**config.mk**
```make
export PLATFORM = sky130hd
export DESIGN_NAME = clk_gate_ctrl
export DESIGN_NICKNAME = d
export VERILOG_FILES = /design/src/rtl/clk_gate_ctrl.sv
export SDC_FILE = /design/constraint.sdc
export NUM_CORES = 1
export LEC_CHECK = 0
export CAP_MARGIN = 5
export CELL_PAD_IN_SITES_DETAIL_PLACEMENT = 0
export CELL_PAD_IN_SITES_GLOBAL_PLACEMENT = 2
export CORE_UTILIZATION = 35
export CTS_BUF_LIST = sky130_fd_sc_hd__clkbuf_16
export CTS_CLUSTER_SIZE = 8
export DETAILED_ROUTE_END_ITERATION = 10
export DONT_BUFFER_PORTS = 1
export PLACE_DENSITY_LB_ADDON = 0.1
export SLEW_MARGIN = 30
export SYNTH_ARGS = -nofsm -noshare
export SYNTH_HDL_FRONTEND = slang
export SYNTH_SLANG_ARGS = --single-unit
```
**constraint.sdc**
```tcl
create_clock -name clk -period 2.3 [get_ports clk]
set_input_delay 0.345 -clock clk [delete_from_list [all_inputs] [get_ports clk]]
set_output_delay 0.345 -clock clk [all_outputs]
set_load 0.03 [all_outputs]
```
**src/rtl/clk_gate_ctrl.sv**
```systemverilog
// Per-domain clock-gating sequencer: idle hysteresis before gating, settle delay before wake_ack.
// Define CLK_GATE_STAT_EN to enable the per-domain gated-cycle statistics counters.
module clk_gate_ctrl #(
  parameter int unsigned NUM_DOM  = 4,
  parameter int unsigned IDLE_CYC = 16,
  parameter int unsigned WAKE_CYC = 2,
  parameter int unsigned STAT_W   = 32
) (
  input  logic                        clk,
  input  logic                        rst,
  input  logic                        glb_gate_en,
  input  logic [NUM_DOM-1:0]          force_on,
  input  logic [NUM_DOM-1:0]          dom_idle,
  input  logic [NUM_DOM-1:0]          wake_req,
  output logic [NUM_DOM-1:0]          wake_ack,
  output logic [NUM_DOM-1:0]          local_en,
  output logic [2*NUM_DOM-1:0]        dom_state,
  input  logic                        stat_clr,
  output logic [STAT_W*NUM_DOM-1:0]   gated_cyc
);

  localparam int unsigned MAX_CYC = (IDLE_CYC > WAKE_CYC) ? IDLE_CYC : WAKE_CYC;
  localparam int unsigned CNT_W   = $clog2(MAX_CYC + 1);
  localparam logic [CNT_W-1:0] IDLE_LOAD = CNT_W'(IDLE_CYC - 1);
  localparam logic [CNT_W-1:0] WAKE_LOAD = CNT_W'(WAKE_CYC - 1);

  typedef enum logic [1:0] {
    ST_ON   = 2'b00,
    ST_HYST = 2'b01,
    ST_OFF  = 2'b10,
    ST_WAKE = 2'b11
  } state_t;

  state_t             state_q [NUM_DOM];
  state_t             state_d [NUM_DOM];
  logic [CNT_W-1:0]   cnt_q   [NUM_DOM];
  logic [CNT_W-1:0]   cnt_d   [NUM_DOM];
  logic [NUM_DOM-1:0] allow;

  assign allow = {NUM_DOM{glb_gate_en}} & ~force_on;

  // State and hysteresis/settle counter registers
  always_ff @(posedge clk or posedge rst) begin
    if (rst) begin
      for (int i = 0; i < NUM_DOM; i++) begin
        state_q[i] <= ST_ON;
        cnt_q[i]   <= '0;
      end
    end else begin
      for (int i = 0; i < NUM_DOM; i++) begin
        state_q[i] <= state_d[i];
        cnt_q[i]   <= cnt_d[i];
      end
    end
  end

  // Next-state: any reason to keep the clock running aborts or ends gating
  always_comb begin
    for (int i = 0; i < NUM_DOM; i++) begin
      state_d[i] = state_q[i];
      cnt_d[i]   = cnt_q[i];
      case (state_q[i])
        ST_ON: begin
          if (allow[i] && dom_idle[i] && !wake_req[i]) begin
            state_d[i] = ST_HYST;
            cnt_d[i]   = IDLE_LOAD;
          end
        end
        ST_HYST: begin
          if (!allow[i] || !dom_idle[i] || wake_req[i]) begin
            state_d[i] = ST_ON;
            cnt_d[i]   = '0;
          end else if (cnt_q[i] == '0) begin
            state_d[i] = ST_OFF;
          end else begin
            cnt_d[i] = cnt_q[i] - CNT_W'(1);
          end
        end
        ST_OFF: begin
          if (!allow[i] || !dom_idle[i] || wake_req[i]) begin
            state_d[i] = ST_WAKE;
            cnt_d[i]   = WAKE_LOAD;
          end
        end
        ST_WAKE: begin
          if (cnt_q[i] == '0) begin
            state_d[i] = ST_ON;
          end else begin
            cnt_d[i] = cnt_q[i] - CNT_W'(1);
          end
        end
        default: begin
          state_d[i] = ST_ON;
          cnt_d[i]   = '0;
        end
      endcase
    end
  end

  // Outputs decoded straight from the state register; ack is masked while reset is held
  always_comb begin
    local_en  = '0;
    wake_ack  = '0;
    dom_state = '0;
    for (int i = 0; i < NUM_DOM; i++) begin
      local_en[i]         = (state_q[i] != ST_OFF);
      wake_ack[i]         = wake_req[i] && (state_q[i] == ST_ON) && !rst;
      dom_state[2*i +: 2] = state_q[i];
    end
  end

`ifdef CLK_GATE_STAT_EN
  logic [STAT_W-1:0] stat_q [NUM_DOM];

  // Saturating gated-cycle counters; clear takes priority over counting
  always_ff @(posedge clk or posedge rst) begin
    if (rst) begin
      for (int i = 0; i < NUM_DOM; i++) begin
        stat_q[i] <= '0;
      end
    end else begin
      for (int i = 0; i < NUM_DOM; i++) begin
        if (stat_clr) begin
          stat_q[i] <= '0;
        end else if ((state_q[i] == ST_OFF) && (stat_q[i] != {STAT_W{1'b1}})) begin
          stat_q[i] <= stat_q[i] + STAT_W'(1);
        end
      end
    end
  end

  always_comb begin
    gated_cyc = '0;
    for (int i = 0; i < NUM_DOM; i++) begin
      gated_cyc[STAT_W*i +: STAT_W] = stat_q[i];
    end
  end
`else
  logic unused_stat_clr;

  assign unused_stat_clr = stat_clr;
  assign gated_cyc       = '0;
`endif

endmodule

```
==> results.toml <==
[critical_path]
endpoint_kind = "register"
arrival_ns = 2.04
worst_setup_path_start_kind = "register"
cp_max_fo = 5
worst-setup-path-type = "register to register"
crit_required_ns = 2.49

[run]
maxCapViolCount = 0

[cells_and_area]
drive_gt1_share_pct = 11.4
multi_input_area_um2 = 1510
stdcell_count = 435
seq_area_um2 = 701
nNetsFinal = 354
fillers = 822
antennaDiodeCount = 0
area_delta_synth_final_pct = -4.64

[timing]
period_share_pct = 80.6
setup_viol = 0
worstMarginPinSlew_ns = 0.634
fin_crit_ns = 1.85
tns_ns = 0
skew_ns = 0.00592
hold_violations = 0
fin_hold_ws_ns = 0.428
rsz0062_at_grt = "no"
relSlewSlack_pct = 57.7
fmax_mhz = 540
slew_violations = 0

[die]
dieArea_um2 = 8380
ios = 160
start_util_pct = 36.3
fp-row-count = 32
die_w_um = 91.5
die_y_um = 91.5
coreArea_um2 = 7730

[cts]
cts_buffers = 3
cts-resized-gates = 0
clkLatencyLatePin_ns = 0.27
clockBufferDepth = 2
cts.sinks = 28
cts.clk_slew.worst_paths_ns = 0.08
htreeDepth = 1
clock-root-buffer = "clkbuf_16"
cts_tree = "done"

[drt]
viasPerCell = 4.27
drc = 0
drt_iter0_drc = 68
dr.pass1.iters = 4
ant_nets = 0
post_drt_wl_per_cell_um = 11.6
routed_wl_um = 5060
vias = 1856

[synthesis]
avgSynthCellArea_um2 = 8.77
ys.flop_type = "dfrtp_1"
synth-seq-cells = 28
yosysSeqAreaShare_pct = 25.0
syn_inst = 320
yosysWarnings = 0
syn_area_um2 = 2810
synth_async_sr_flop_share_pct = 100
synth-edff-count = 0
synth_cell_type_count = 49

[worst_hold_path]
hold_path.class = "input port to register"

[global_routing]
overflow = 0
use_met3_pct = 2.68
track_usage_pct = 12.0
grt_pass1_wl_um = 7980
top_usage_layer = "met2"
grt_pass1_vias = 1533
antenna_found_initial = 0
grt_use_met2_pct = 19.4
grt.met1_usage_pct = 16.2
grt_max_degree = 20

[pwr]
p_leak_nw = 1.32
ir_worst_vdd_v = 0.000300
power.density_nw_per_um2 = 1160

[placement]
hpwl_um = 3680
placedCellCount = 430
routabilityCongestion = 0.740
portBuffers = 0

[outcome]
status = "completed"
timing repair:
item,in CTS,in global routing
buffers inserted,0,0
hold buffers,1,0
endpoints found under the hold margin,9,0
stage by stage:
step	cell area (µm²)	setup WS, ns	util [%]	power, mW
final	2680	0.447	34.6	3.09
after global routing	2680	0.348	34.6	3.34
after CTS	2680	0.436	34.6	3.12
after detailed placement	2560	0.458	33.1	2.56
after global placement	2560	0.463	33.1	2.57
after floorplan	3280	0.110	-	2.38
logic make-up after synthesis:
logic type	count (synthesis)	share of synthesized area, %
AOI/OAI and AO/OA	55	15.3
DFF	28	25.0
muxes	6	2.27
and+or+nand+nor	58	13.9
adders and majority gates	5	2.14
buffers and inverters	157	38.2
xor gates and xnor gates	10	3.12
other	1	0.134
synthesized netlist by cell type (2+ instances only):
library cell / instances / area share (%)
a221oi_1: 3 / 0.94
nand4bb_1: 4 / 1.6
o22ai_1: 7 / 1.6
nor4bb_1: 2 / 0.71
mux2i_1: 3 / 1.1
o2bb2a_1: 2 / 0.71
inv_1: 16 / 2.1
clkbuf_1: 11 / 1.5
a22o_1: 3 / 0.94
a211oi_1: 4 / 1.1
o221a_2: 2 / 0.80
a32o_1: 6 / 2.1
nand2_1: 9 / 1.2
dfrtp_1: 28 / 25
o21ai_0: 5 / 0.89
nor3_1: 5 / 0.89
nor4b_1: 5 / 1.6
o31ai_1: 2 / 0.54
o2111ai_1: 2 / 0.62
a21oi_1: 7 / 1.2
o21bai_1: 4 / 1.1
nor2_1: 14 / 1.9
ha_1: 4 / 1.8
buf_4: 128 / 34
nand3b_1: 2 / 0.54
nand2b_1: 6 / 1.3
mux2_2: 3 / 1.2
and2_1: 2 / 0.45
xnor2_1: 7 / 2.2
xor2_1: 3 / 0.94
nor4b_2: 2 / 1.1
nor2b_1: 2 / 0.45
layout by cell type, fill, tap and decap left out, types with 6 or more instances in the layout:
cell type / n
conb_1: 128
dfrtp_1: 28
buf_4: 21
inv_1: 16
nor2_1: 14
nand2_1: 9
a21oi_1: 7
xnor2_1: 7
o22ai_1: 7
nand2b_1: 6
a32o_1: 6
critical path, stage by stage (launching register included):
cell      delay (ns)
dfrtp_1         0.40
inv_1           0.10
ha_1            0.23
or4b_4          0.51
a22o_1          0.26
a221oi_2        0.26
layout make-up:
type	count	share of cell area [%]
clock inverter	1	1.12
clock buffer	3	2.81
multi-input combinational	262	56.5
tap	102	4.77
sequential	28	26.2
inverter	17	2.39
timing repair buffer	22	6.27
report_power, final:
group / leakage (nW) / switching [mW] / internal (mW)
Sequential: 0.364 / 0.295 / 0.659
Combinational: 0.900 / 0.947 / 0.651
Clock: 0.0511 / 0.195 / 0.348
Total: 1.32 / 1.44 / 1.66
layer usage:
metal	up-vias	part of all wire, %
li1	874	-
met1	885	44
met2	92	48
met3	5	7.7
met4	0	0.71
met5	-	0
final timing paths:
path / startpoint / end / slack, ns / depth (start not counted)
max reg2reg: cnt_q[15] / cnt_q[16] / 0.45 / 5
min in group asynchronous: rst / cnt_q[13] / 0.52 / 2
min reg2reg: cnt_q[19] / cnt_q[19] / 0.56 / 2
min: force_on[2] / register / 0.43 / 4
max: cnt_q[15] / cnt_q[16] / 0.45 / 5
max in group asynchronous: rst / cnt_q[4] / 1.16 / 3
(Power assumes the default switching activity.)
